===== config.mk =====
export PLATFORM = sky130hd
export DESIGN_NAME = resample_cfgseq
export DESIGN_NICKNAME = d
export VERILOG_FILES = /design/src/rtl/resample_cfgseq.sv
export SDC_FILE = /design/constraint.sdc
export NUM_CORES = 1
export LEC_CHECK = 0
export BUFFER_PORTS_ARGS = -buffer_cell sky130_fd_sc_hd__buf_4
export CORE_MARGIN = 4
export CORE_UTILIZATION = 50
export CTS_CLUSTER_SIZE = 16
export DETAILED_ROUTE_END_ITERATION = 6
export PLACE_DENSITY = 0.69
export SETUP_SLACK_MARGIN = 0.02
export SLEW_MARGIN = 20
export SYNTH_ARGS = -nofsm -noshare
export SYNTH_HDL_FRONTEND = slang
export SYNTH_SLANG_ARGS = --single-unit
export TNS_END_PERCENT = 5

===== constraint.sdc =====
create_clock -name clk -period 3 [get_ports clk]
set_clock_uncertainty 0.1 [all_clocks]
set_input_delay 0.45 -clock clk [delete_from_list [all_inputs] [get_ports clk]]
set_output_delay 0.45 -clock clk [all_outputs]
set_load 0.1 [all_outputs]

===== src/rtl/resample_cfgseq.sv =====
// Configuration sequencer for the arbitrary-rate resampler: holds host shadow
// registers and replays them atomically onto cin/cwr after a commit.
module resample_cfgseq #(
  parameter logic [15:0] TMO = 16'hFFFF
) (
  input  logic        clk,
  input  logic        rst,
  input  logic [15:0] hd,
  input  logic [2:0]  ha,
  input  logic        hwe,
  input  logic        go,
  input  logic        of,
  output logic [15:0] cin,
  output logic [3:0]  cwr,
  output logic        busy,
  output logic        done,
  output logic        herr,
  output logic        tmo
);

  typedef enum logic [3:0] {
    S_IDLE, S_WAIT, S_LSW, S_MSW, S_PH3, S_PH2, S_PH1, S_PH0, S_MODE, S_DONE
  } state_t;

  state_t      state;
  logic [11:0] lsw;
  logic [15:0] msw;
  logic [15:0] ph0, ph1, ph2, ph3;
  logic [3:0]  mode;
  logic        sync;
  logic [15:0] cnt;

  // NOTE: the shadows are reset like any control register because their
  // reset values (rate = 1.0) are what a commit straight after reset emits.
  always_ff @(posedge clk) begin
    if (rst) begin
      lsw  <= '0;
      msw  <= 16'h1000;
      ph0  <= '0;
      ph1  <= '0;
      ph2  <= '0;
      ph3  <= '0;
      mode <= '0;
      sync <= 1'b0;
    end else if (hwe && state == S_IDLE) begin
      case (ha)
        3'd0: lsw  <= hd[15:4];
        3'd1: msw  <= hd;
        3'd2: ph0  <= hd;
        3'd3: ph1  <= hd;
        3'd4: ph2  <= hd;
        3'd5: ph3  <= hd;
        3'd6: mode <= hd[3:0];
        3'd7: sync <= hd[0];
        default: ;
      endcase
    end
  end

  // Each write state registers its own word, so cin/cwr trail the state by
  // one cycle; LSW and MSW always leave on consecutive edges.
  // NOTE: all state here uses non-blocking assignments so every register
  // samples the values from before the edge.
  always_ff @(posedge clk) begin
    if (rst) begin
      state <= S_IDLE;
      cin   <= '0;
      cwr   <= '0;
      busy  <= 1'b0;
      done  <= 1'b0;
      herr  <= 1'b0;
      tmo   <= 1'b0;
      cnt   <= TMO;
    end else begin
      cin  <= '0;
      cwr  <= '0;
      done <= 1'b0;
      if (state != S_IDLE && (hwe || go)) herr <= 1'b1;
      case (state)
        S_IDLE: if (go) begin
          state <= S_WAIT;
          busy  <= 1'b1;
          tmo   <= 1'b0;
          cnt   <= TMO;
        end
        S_WAIT: begin
          if (!sync || of) begin
            state <= S_LSW;
          end else if (cnt == 16'd0) begin
            state <= S_LSW;
            tmo   <= 1'b1;
          end else begin
            cnt <= cnt - 16'd1;
          end
        end
        S_LSW:  begin cwr <= 4'b0001; cin <= {lsw, 4'h0};       state <= S_MSW;  end
        S_MSW:  begin cwr <= 4'b0010; cin <= msw;               state <= S_PH3;  end
        S_PH3:  begin cwr <= 4'b0100; cin <= ph3;               state <= S_PH2;  end
        S_PH2:  begin cwr <= 4'b0100; cin <= ph2;               state <= S_PH1;  end
        S_PH1:  begin cwr <= 4'b0100; cin <= ph1;               state <= S_PH0;  end
        S_PH0:  begin cwr <= 4'b0100; cin <= ph0;               state <= S_MODE; end
        S_MODE: begin cwr <= 4'b1000; cin <= {12'h000, mode};   state <= S_DONE; end
        S_DONE: begin
          state <= S_IDLE;
          busy  <= 1'b0;
          done  <= 1'b1;
        end
        default: state <= S_IDLE;
      endcase
    end
  end

endmodule


Word level (Yosys, flattened, before mapping)
Cells that the tools add are included.

Register bits: 141. Output and inout port bits: 24.

Add/sub/neg operators: 1. Equality and inequality tests: 21. Multiplexer cells: 17. Reduce and logical (&&, ||, !) cells: 24.

Operators by type and width (count): one-hot mux 16 bit (7 select lines) (1); 2-to-1 mux 16 bit (3); one-hot mux 4 bit (9 select lines) (1); one-hot mux 16 bit (2 select lines) (1); AND reduction 2 bit (10); equality test 4 x 3 -> 1 bit, second input constant (4); logical NOT 16 bit (1); one-hot mux 4 bit (4 select lines) (1); subtractor 16 x 1 -> 16 bit, second input constant (1); equality test 3 bit, second input constant (4); 2-to-1 mux 4 bit (3); equality test 4 x 2 -> 1 bit, second input constant (2); equality test 4 bit, second input constant (2); inequality test 2 bit, second input constant (4); AND reduction 4 bit (2); equality test 3 x 2 -> 1 bit, second input constant (2); 2-to-1 mux 1 bit (5); equality test 4 x 1 -> 1 bit, second input constant (1); logical NOT 4 bit (1); one-hot mux 1 bit (2 select lines) (2); nonzero test 2 bit (2); nonzero test 4 bit (1); OR reduction 4 bit (1); equality test 3 x 1 -> 1 bit, second input constant (1); other kinds (5) (7).

Logic depth before layout (Yosys ltp)
Gate-level depths: netlist (run 1).

Depth after elaboration: 4. Mapped depth: 9.

Least setup slack after synthesis (run 1)
No wires, ideal clock.

Path type: register -> register. From: reg cnt[0]. To: reg state[2]. Library setup time: 0.064 ns. Data arrival time: 2.286 ns. Data required time: 2.836 ns. Path slack: 0.549 ns. Cell stages (with the launch flop): 9. Path buffers: 1. Cells stage by stage: dfxtp_1 > inv_1 > ha_1 > or3b_2 > or4_1 > buf_2 > and2_4 > or4_4 > nor2_1.

Word-level cells in the longest chain between the ends: 3.

RTL lines: start: declaration (RTL line 31) `logic [15:0] cnt;`; start signal: assignment (RTL line 93) `cnt <= cnt - 16'd1;`; logical NOT 16 bit (RTL line 89) `end else if (cnt == 16'd0) begin`; inequality test 3 bit (no line); AND reduction 2 bit (no line); end signal: assignment (RTL line 88) `state <= S_LSW;`; end signal: assignment (RTL line 90) `state <= S_LSW;`; end signal: assignment (RTL line 96) `S_LSW: begin cwr <= 4'b0001; cin <= {lsw, 4'h0}; state <= S_MSW; end`; end: declaration (RTL line 25) `state_t state;`.

No other way between the ends. A chain may end at the register's enable or synchronous reset.

Worst setup path in the final report (run 1)
From: reg cnt[0]. To: reg state[1].

Same word-level chain as after synthesis.

==> metrics, run 1 <==
prevailing post-synth register cell=dfxtp_1; Hold WS=about 0.20 ns; placed cells=850; Synthesized Nets=711; crit share post-route=around 91%; GRT Total Usage=about a quarter; Comb power frac=approximately 6.8%; share of layout cells above drive strength 1=approximately 16%; max incr delay on CP=around 0.58 ns; DIE WIDTH=between 100 and 150 um; CTS tree=done; Psw=approximately 1.1 mW; Pre-antenna DRT Iters=5; synthesis-to-layout area growth=22.6%; slowest CP cell=or4_1; worst path arrival time=between 2 and 3 ns; cell area after layout=about 7000 sq um; Worst path depth=7; Setup TNS Final=0 ns; pwr/cell area=just over 700 nW/um^2; Final Setup Violations=0; Total Power=4.93 mW; CP required=around 3.3 ns; RSZ-0062 raised after global routing=false; first-pass GRT wire length=about 26 mm; r2r worst-path depth=7; Worst slew margin=about 25%; drt via density=5.89; pin count of the biggest net entering global routing=just over 80; Seq pwr share=roughly 40%; Seq/Total Area, Yosys=roughly 50%; CP max FO=8; count of different cell masters after synthesis=45; #FFs+latches synth=approximately 140; crit-path leading delay family=simple AND/OR/NAND/NOR gates; clock network fraction of total power=53.8%; DRC=0; mean post-synth cell area=8.30 sq um; Port Buffers=47; cells after synthesis=between 600 and 700; grt total ovfl=0; detailed-route wire length per cell=~18 um; outcome=finished, final reports clean; die area=~13000 sq um; fin cells=approximately 880; GP Congestion=about 0.81; worst hold start=hd[12]; CP cell instances=inv_1, ha_1, or3b_2, or4_1, and2_4, or4_4, nor2_1; Via Count=roughly 5200; num ports=between 40 and 50; hpwl dp=between 9 and 10 mm; final WL=roughly 16 mm; vias in the first global route=a little over 5000; Placed Area=6230 sq um; crit start category=register; slew of the pin with the lowest slew margin=1.12 ns; R2R Path End=state[1]; maxcap violations=0; Min-Delay Path Class=in2reg; initial core utilization=51.8%; die extent in y=about 110 um; Slew Limit Fails=0; hold_buf cts=0; fmax=roughly 370 MHz; hold depth=3; CORE AREA=11000 sq um; clk root buf=clkbuf_16; Rows=38; critical path type=reg2reg; P_int=approximately 3.9 mW; Pleak=around 2.6 nW; Critical Path Sink Type=register; Fin. Hold Viols=0; post-CTS setup buffers=0; Peak VDD IR=between 0.5 and 0.6 mV; Final ANT Viol Nets=0; 1st-iter DRT viols=between 400 and 500; Worst-Skew Late Latency=0.42 ns; Final min period=between 2 and 3 ns; Clock Pin Slew Worst Setup and Hold Paths=0.06 ns; switching portion of total power=~22%; clk sinks=about 140; Ys Warns=0; Post-CTS Resized=0; n_diodes=0; CTS buffer count=17; Synth Cell Area=between 5000 and 6000 sq um; htree depth=4; hold endpoint=msw[12]; setup slack, reg-to-reg=approximately 0.28 ns; Clock Path Buffers=2; Net count, final=between 700 and 800; number of synthesized flops with an enable pin=0; worst r2r src=cnt[0]; crit path buf inv count=1; initial antenna violation count=0; FFs w/ async S/R, synth=0%
==> power groups by stage <==
stage | Sequential [mW] | Combinational, mW | Clock [mW]
floorplan | 2.00 | 0.187 | 0
global placement | 1.98 | 0.322 | 0
detailed placement | 1.98 | 0.330 | 0
CTS | 1.94 | 0.333 | 2.67
global route | 1.95 | 0.367 | 2.78
finish | 1.94 | 0.336 | 2.65
==> cells in the mapped netlist, types with 2 or more instances <==
| library cell | count | share of area (%) |
|---|---|---|
| o21ai_1 | 4 | 0.35 |
| nor2b_1 | 2 | 0.22 |
| o21ai_0 | 4 | 0.35 |
| buf_2 | 5 | 0.44 |
| inv_1 | 7 | 0.46 |
| dfxtp_1 | 141 | 50 |
| a22o_1 | 8 | 1.2 |
| a21oi_1 | 87 | 7.6 |
| o211ai_1 | 3 | 0.40 |
| or4_1 | 7 | 0.92 |
| clkbuf_1 | 38 | 2.5 |
| nor3b_1 | 3 | 0.40 |
| nor3_1 | 12 | 1.1 |
| or2_2 | 6 | 0.66 |
| or3_1 | 7 | 0.77 |
| xor2_1 | 4 | 0.62 |
| mux2i_1 | 25 | 4.4 |
| and2_1 | 2 | 0.22 |
| nand2_1 | 160 | 11 |
| nand3_1 | 22 | 1.9 |
| nand2b_1 | 4 | 0.44 |
| xnor2_1 | 2 | 0.31 |
| nand3b_1 | 5 | 0.66 |
| o31ai_1 | 3 | 0.40 |
| a22oi_1 | 33 | 4.4 |
| a31oi_1 | 14 | 1.5 |
| and3_1 | 7 | 0.77 |
| nor2_1 | 46 | 3.0 |
| nor4_1 | 5 | 0.55 |
| a221oi_1 | 4 | 0.62 |
| buf_1 | 2 | 0.13 |
==> state kept, by name, indices dropped and copies added (netlist names), 4 cells and up <==
name / count
ph0: 16
mode: 4
ph1: 16
cnt: 16
ph3: 16
state: 4
lsw: 12
ph2: 16
cwr: 4
msw: 16
cin: 16
==> placed cells by master (no fill, tap or decap), types with 2 or more instances in the layout <==
cell type  synthesis  layout
a21oi_1           87      87
a221oi_1           4       4
a22o_1             8       8
a22oi_1           33      33
a31oi_1           14      14
and2_1             2       2
and3_1             7       7
buf_4              0      69
bufinv_16          0       9
clkbuf_16          0      17
clkinv_4           0       4
dfxtp_1          141     141
inv_1              7       7
mux2i_1           25      25
nand2_1          160     160
nand2b_1           4       4
nand3_1           22      22
nand3b_1           5       5
nor2_1            46      46
nor2b_1            2       2
nor3_1            12      10
nor3_2             1       3
nor3b_1            3       2
nor4_1             5       5
o211ai_1           3       3
o21ai_0            4       4
o21ai_1            4       4
o31ai_1            3       3
or2_2              6       6
or3_1              7       7
or4_1              7       7
xnor2_1            2       2
xor2_1             4       4
==> worst max path at each step <==
| stage | slack [ns] | start | endpoint |
|---|---|---|---|
| 3_5_place_dp | 0.32 | cnt[0] | state[2] |
| 5_1_grt | 0.12 | cnt[0] | state[2] |
| 2_1_floorplan | 0.55 | cnt[0] | state[2] |
| 3_3_place_gp | 0.41 | cnt[0] | state[2] |
| 6_report | 0.28 | cnt[0] | state[1] |
| 4_1_cts | 0.30 | cnt[0] | state[2] |
==> layout make-up <==
class                           count  area (sq um)
Multi-Input combinational cell    493          2680
Clock inverter                     14           313
Timing Repair Buffer               69           518
Inverter                            7          26.3
Tap cell                          140           175
Fill cell                         916          4010
Clock buffer                       18           439
Sequential cell                   141          2820
==> worst min-delay path: stages <==
cell and delay (ns):
buf_4 0.12, nand2_1 0.05, nand3_1 0.07
==> metal layers <==
layer  up-vias  share of wire (%)  global-route usage [%]
met3        29                7.5                    6.77
met5         -                  0                       0
met1      2507                 42                    31.7
met4         0                2.1                    9.62
met2       172                 48                    42.3
li1       2488                  -                       -
==> through the flow <==
stage                     setup slack, ns  utilization, %
after CTS                           0.297            63.5
after detailed placement            0.316            56.7
after floorplan                     0.549               -
final                               0.277            63.5
after global routing                0.118            63.5
after global placement              0.409            56.7
==> cells by family after synthesis <==
kind of cell,Yosys count,share of synthesized area (%)
DFF,141,49.6
muxes,26,4.59
and+or+nand+nor,297,23.6
buffers and inverters,52,3.54
adders and majority gates,1,0.220
xor gates and xnor gates,6,0.923
AOI/OAI and AO/OA,163,17.5
Power figures use the tool's default switching activity.
==> run 2, diff against run 1 <==
--- a/config.mk
+++ b/config.mk
@@ -5,12 +5,13 @@
 export SDC_FILE = /design/constraint.sdc
 export NUM_CORES = 1
 export LEC_CHECK = 0
+export ABC_AREA = 1
 export BUFFER_PORTS_ARGS = -buffer_cell sky130_fd_sc_hd__buf_4
 export CORE_MARGIN = 4
 export CORE_UTILIZATION = 50
 export CTS_CLUSTER_SIZE = 16
 export DETAILED_ROUTE_END_ITERATION = 6
-export PLACE_DENSITY = 0.69
+export PLACE_DENSITY = 0.68
 export SETUP_SLACK_MARGIN = 0.02
 export SLEW_MARGIN = 20
 export SYNTH_ARGS = -nofsm -noshare
==> run 2 against run 1 <==
Net effect:
- critical path depth stayed put
- via count grew 7.7%
- largest power group is now registers
- synthesized area is 8.4% higher
- synthesized cell count increased by 27%
- total power fell by 5.7%
- non-clock buffer count is 19 lower
- clock-buffer cell count rose by 3
==> metrics, run 2 <==
Placed Area=6550 sq um (was 6230 sq um); Final Setup Violations=0 (unchanged); worst slack at placement=0.877 ns (was 0.316 ns); Synth Area in Simple Gates=39.1% (was 23.6%); worst hold start=hd[12] (unchanged); Post-synth top cells=nor2_1 (246), nand2_1 (178), dfxtp_1 (141), nand3_1 (72), o21ai_1 (59) (was nand2_1 (160), dfxtp_1 (141), a21oi_1 (87), nor2_1 (46), clkbuf_1 (38)); most common cell in the netlist=nor2_1 (was nand2_1); Worst slew margin=33.7% (was 25.5%); CTS buffer count=17 (unchanged); last element of the critical path=lsw[5] (was state[1]); crit path launch=state[0] (was cnt[0]); initial antenna violation count=0 (unchanged); slew of the pin with the lowest slew margin=0.990 ns (was 1.12 ns); die extent in y=119 um (was 115 um); Clock Pin Slew Worst Setup and Hold Paths=0.06 ns (about the same); CP max FO=13 (was 8); first-pass GRT wire length=26.0 mm (about the same); number of synthesized flops with an enable pin=0 (unchanged); hpwl dp=10.0 mm (was 9.90 mm); vias in the first global route=5409 (was 5073); pwr/cell area=653 nW/um^2 (was 707 nW/um^2); post-CTS setup buffers=0 (unchanged); n_diodes=0 (unchanged); critical path type=reg2reg (unchanged); post-synth top area cell=dfxtp_1 (unchanged); synthesis-to-layout area growth=15.3% (was 22.6%); Setup TNS Final=0 ns (unchanged); final WL=15.7 mm (was 15.9 mm); Via Count=5596 (was 5196); hold_buf cts=0 (unchanged); CP required=3.26 ns (was 3.25 ns); most frequent cells in the layout=nor2_1 (246), nand2_1 (178), dfxtp_1 (141) (was nand2_1 (160), dfxtp_1 (141), a21oi_1 (87)); RSZ-0062 raised after global routing=false (unchanged); drt via density=5.18 (was 5.89); top cells by area, synth=dfxtp_1 (46%), nor2_1 (15%), nand2_1 (11%) (was dfxtp_1 (50%), nand2_1 (11%), a21oi_1 (7.6%)); Final Util=59.0% (was 63.5%); mux cell area share after synthesis=0% (was 4.59%); Synthesized Nets=894 (was 711); cell area after layout=7120 sq um (was 6980 sq um); Rows=40 (was 38); DRC=0 (unchanged); mean post-synth cell area=7.10 sq um (was 8.30 sq um); Post-CTS Resized=0 (unchanged); largest family of logic cells by synthesized area=simple AND/OR/NAND/NOR gates (unchanged); Final ANT Viol Nets=0 (unchanged); worst path arrival time=2.37 ns (was 2.97 ns); clk sinks=141 (unchanged); Synth Area in Adders=0.203% (was 0.220%); Pleak=3.09 nW (was 2.62 nW); Min-Delay Path Class=in2reg (unchanged); Slew Limit Fails=0 (unchanged); Peak VDD IR=0.654 mV (was 0.561 mV); pin count of the biggest net entering global routing=55 (was 82); detailed-route wire length per cell=14.5 um (was 18.0 um); grt total ovfl=0 (unchanged); top cell type's share of synthesized area=45.7% (was 49.6%); commonest non-fill, non-tap cell in the layout=nor2_1 (was nand2_1); share of layout cells above drive strength 1=13.9% (was 15.8%); Synth Area in XOR/XNOR=0.142% (was 0.923%); Final min period=2.11 ns (was 2.72 ns); Port Buffers=47 (unchanged); Total Power=4.65 mW (was 4.93 mW); hold depth=3 (unchanged); worst r2r src=state[0] (was cnt[0]); crit start category=register (unchanged); Synth Cell Area=6170 sq um (was 5690 sq um); Seq/Total Area, Yosys=45.7% (was 49.6%); fin worst setup slack=0.890 ns (was 0.277 ns); #FFs+latches synth=141 (unchanged); die area=14200 sq um (was 13200 sq um); R2R Path End=lsw[5] (was state[1]); clk root buf=clkbuf_16 (unchanged); compound-gate portion of the synthesized area=8.96% (was 17.5%); htree depth=4 (unchanged); GRT Total Usage=22.9% (was 25.4%); count of different cell masters after synthesis=33 (was 45); cells after synthesis=869 (was 686); Pre-antenna DRT Iters=5 (unchanged); Worst-Skew Late Latency=0.43 ns (was 0.42 ns); initial core utilization=51.2% (was 51.8%); 1st-iter DRT viols=409 (was 423); prevailing post-synth register cell=dfxtp_1 (unchanged); fmax=474 MHz (was 367 MHz); CTS tree=done (unchanged); num ports=48 (unchanged); Clock Path Buffers=2 (unchanged); FFs w/ async S/R, synth=0% (unchanged); r2r worst-path depth=7 (unchanged); DIE WIDTH=119 um (was 115 um); setup slack, reg-to-reg=0.89 ns (was 0.28 ns); CORE AREA=12100 sq um (was 11000 sq um); Net count, final=926 (was 754); Fin. Hold Viols=0 (unchanged); crit share post-route=70.3% (was 90.8%); outcome=finished, final reports clean (unchanged); maxcap violations=0 (unchanged); Critical Path Sink Type=register (unchanged); GP Congestion=0.933 (was 0.814); Ys Warns=0 (unchanged)
[run 2: worst min-delay path by stage]
stage          endpoint  slack, ns
2_1_floorplan   msw[12]       0.34
3_3_place_gp       herr       0.34
3_5_place_dp    msw[12]       0.36
4_1_cts         msw[12]       0.18
5_1_grt         mode[3]       0.21
6_report        msw[12]       0.19
[run 2: through the flow]
| stage | std cells | hold slack, ns |
|---|---|---|
| after global routing | 1081 | 0.211 |
| final | 1081 | 0.187 |
| after CTS | 1081 | 0.177 |
| after detailed placement | 1050 | 0.355 |
| after global placement | 1050 | 0.340 |
| after floorplan | 869 | 0.342 |
[run 2: logic make-up after synthesis]
group | count (synthesis)
adder cells (fa/ha/maj) | 1
XOR/XNOR | 1
buffers and inverters | 75
flip-flops | 141
AND/OR/NAND/NOR | 543
AO/OA/AOI/OAI | 108
[run 2: power breakdown]
| part | internal [mW] | switching [mW] | total, mW |
|---|---|---|---|
| clock | 1.24 | 0.795 | 2.03 |
| combinational | 0.171 | 0.395 | 0.566 |
| sequential | 1.97 | 0.0829 | 2.05 |
[run 2: critical path, stage by stage, from the launching register on]
cell,delay [ns]
dfxtp_1,0.47
nor2_8,0.19
nand2_4,0.10
nor2_8,0.18
nand4_2,0.41
inv_2,0.40
nor2_1,0.07
nor2_1,0.11
[run 2: layer usage]
metal | vias up | share of wire, % | GRT usage, %
li1 | 2838 | - | -
met1 | 2615 | 43 | 27.4
met2 | 120 | 51 | 40.4
met3 | 23 | 4.7 | 5.03
met5 | - | 0 | 0
met4 | 0 | 1.3 | 7.82
[run 2: cell type report]
class	instances	area, sq um
Clock buffer	21	450
Clock inverter	10	116
Fill cell	1120	4940
Inverter	38	145
Multi-Input combinational cell	653	2980
Sequential cell	141	2820
Tap cell	168	210
Timing Repair Buffer	50	388
==> run 3, diff against run 2 <==
--- a/config.mk
+++ b/config.mk
@@ -5,13 +5,13 @@
 export SDC_FILE = /design/constraint.sdc
 export NUM_CORES = 1
 export LEC_CHECK = 0
-export ABC_AREA = 1
+export ABC_AREA = 0
 export BUFFER_PORTS_ARGS = -buffer_cell sky130_fd_sc_hd__buf_4
 export CORE_MARGIN = 4
 export CORE_UTILIZATION = 50
 export CTS_CLUSTER_SIZE = 16
 export DETAILED_ROUTE_END_ITERATION = 6
-export PLACE_DENSITY = 0.68
+export PLACE_DENSITY = 0.71
 export SETUP_SLACK_MARGIN = 0.02
 export SLEW_MARGIN = 20
 export SYNTH_ARGS = -nofsm -noshare
==> constraint.sdc (replaced) <==
create_clock -name clk -period 1.7 [get_ports clk]
set_clock_uncertainty 0.1 [all_clocks]
set_input_delay 0.255 -clock clk [delete_from_list [all_inputs] [get_ports clk]]
set_output_delay 0.255 -clock clk [all_outputs]
set_load 0.1 [all_outputs]
==> run 3 against run 2 <==
Net effect:
- register-to-register slack worse by 1.5 ns
- flip-flop and latch count unchanged
- the flow now finishes with violations (setup timing)
- global-route usage up 2.9 points
- critical path depth down 2
==> metrics, run 3 (synthesis results as in run 1) <==
Setup TNS Final=-25.97 ns (was 0 ns); initial antenna violation count=0 (unchanged); CTS tree=done (unchanged); switching portion of total power=24.2% (was 27.4%); worst slack at placement=-0.665 ns (was 0.877 ns); drt via density=5.83 (was 5.18); Clock Path Buffers=2 (unchanged); Total Power=7.90 mW (was 4.65 mW); placed cells=909 (was 1050); Slew Limit Fails=0 (unchanged); crit path buf inv count=0 (was 1); fin cells=949 (was 1081); Pleak=2.92 nW (was 3.09 nW); worst path arrival time=2.60 ns (was 2.37 ns); slowest CP cell=or4_4 (was dfxtp_1); Clock Pin Slew Worst Setup and Hold Paths=0.06 ns (about the same); commonest non-fill, non-tap cell in the layout=nand2_1 (was nor2_1); Final ANT Viol Nets=0 (unchanged); Placed Area=6780 sq um (was 6550 sq um); GRT Total Usage=25.8% (was 22.9%); initial core utilization=51.8% (was 51.2%); clock network fraction of total power=46.2% (was 43.7%); Seq pwr share=43.3% (was 44.1%); Net count, final=821 (was 926); share of layout cells above drive strength 1=26.9% (was 13.9%); slew of the pin with the lowest slew margin=0.636 ns (was 0.990 ns); Peak VDD IR=0.711 mV (was 0.654 mV); die extent in y=115 um (was 119 um); crit share post-route=138% (was 70.3%); n_diodes=0 (unchanged); die area=13200 sq um (was 14200 sq um); Worst slew margin=57.6% (was 33.7%); Critical Path Sink Type=register (unchanged); clk sinks=141 (unchanged); CP cell instances=or4_4, or4_4, and2_4, or4_4, nor2_1 (was nor2_8, nand2_4, nor2_8, nand4_2, inv_2, nor2_1, nor2_1); fin worst setup slack=-0.646 ns (was 0.890 ns); maxcap violations=0 (unchanged); most frequent cells in the layout=nand2_1 (160), dfxtp_1 (136), buf_4 (121) (was nor2_1 (246), nand2_1 (178), dfxtp_1 (141)); cell area after layout=7630 sq um (was 7120 sq um); pwr/cell area=1030 nW/um^2 (was 653 nW/um^2); Final min period=2.35 ns (was 2.11 ns); GP Congestion=0.880 (was 0.933); detailed-route wire length per cell=17.7 um (was 14.5 um); P_int=5.99 mW (was 3.38 mW); DIE WIDTH=115 um (was 119 um); fillcell total=839 (was 1120); htree depth=4 (unchanged); grt total ovfl=0 (unchanged); first-pass GRT wire length=26.7 mm (was 26.0 mm); fmax=426 MHz (was 474 MHz); Final Setup Violations=95 (was 0); Fin. Hold Viols=0 (unchanged); CP max FO=6 (was 13); critical path type=reg2reg (unchanged); Hold WS=0.0210 ns (was 0.187 ns); clk root buf=clkbuf_16 (unchanged); crit-path leading delay family=simple AND/OR/NAND/NOR gates (unchanged); Rows=38 (was 40); max incr delay on CP=0.60 ns (was 0.47 ns); DRC=0 (unchanged); Final Util=69.5% (was 59.0%); Min-Delay Path Class=in2reg (unchanged); CP required=1.95 ns (was 3.26 ns); CP most frequent cell=or4_4; outcome=finished with violations (was finished, final reports clean); Port Buffers=47 (unchanged); num ports=48 (unchanged); hpwl dp=10.8 mm (was 10.0 mm); violated checks=setup timing; pin count of the biggest net entering global routing=60 (was 55); Psw=1.91 mW (was 1.27 mW); vias in the first global route=5397 (was 5409); synthesis-to-layout area growth=34.1% (was 15.3%); RSZ-0062 raised after global routing=true (was false); final WL=16.8 mm (was 15.7 mm); Worst-Skew Late Latency=0.42 ns (was 0.43 ns); Comb power frac=10.5% (was 12.2%); crit start category=register (unchanged); CORE AREA=11000 sq um (was 12100 sq um); Pre-antenna DRT Iters=5 (unchanged); CTS buffer count=17 (unchanged); setup slack, reg-to-reg=-0.65 ns (was 0.89 ns); 1st-iter DRT viols=418 (was 409); Via Count=5536 (was 5596)
==> run 3: tightest hold or removal path, cell delays in order <==
cell and delay [ns]:
buf_4 0.13, nand2_1 0.05, a21oi_1 0.05
==> run 3: timing repair <==
action	4_1_cts	5_1_grt
endpoints found under the hold margin	2	0
cloned	0	1
hold buffers	2	0
endpoints found under the setup margin	132	132
setup buffers	3	2
pin swaps	5	6
resized for setup	18	32
==> run 3: worst paths after layout <==
| path | cells after the start | startpoint | end |
|---|---|---|---|
| worst max register to register | 5 | cnt[9] | state[1] |
| worst max-delay path | 5 | cnt[9] | state[1] |
| worst min-delay path | 3 | hd[7] | ph3[7] |
| worst min register to register | 2 | ph1[4] | ph1[4] |
==> run 3: power by group through the flow <==
stage	Clock, mW	Sequential (mW)	Combinational, mW
floorplan	0	3.54	0.339
global placement	0	3.48	0.718
detailed placement	0	3.49	0.736
CTS	3.68	3.42	0.768
global route	3.84	3.43	0.891
finish	3.65	3.42	0.831
==> run 3: layout make-up <==
class                   instances  area [sq um]  area share [%]
clock inverters                10           113            1.47
well taps                     140           175            2.29
inverters                       7          26.3           0.344
repair buffers                136          1140            14.9
multi-input cells             493          2880            37.7
clock buffers                  22           474            6.21
flip-flops and latches        141          2830            37.1
==> run 3: layer usage <==
layer	up-vias	share of wire (%)	global-route usage (%)
li1	2618	-	-
met1	2621	41	32.1
met2	239	48	42.3
met3	58	8.3	6.08
met4	0	3.4	12.4
met5	-	0	0
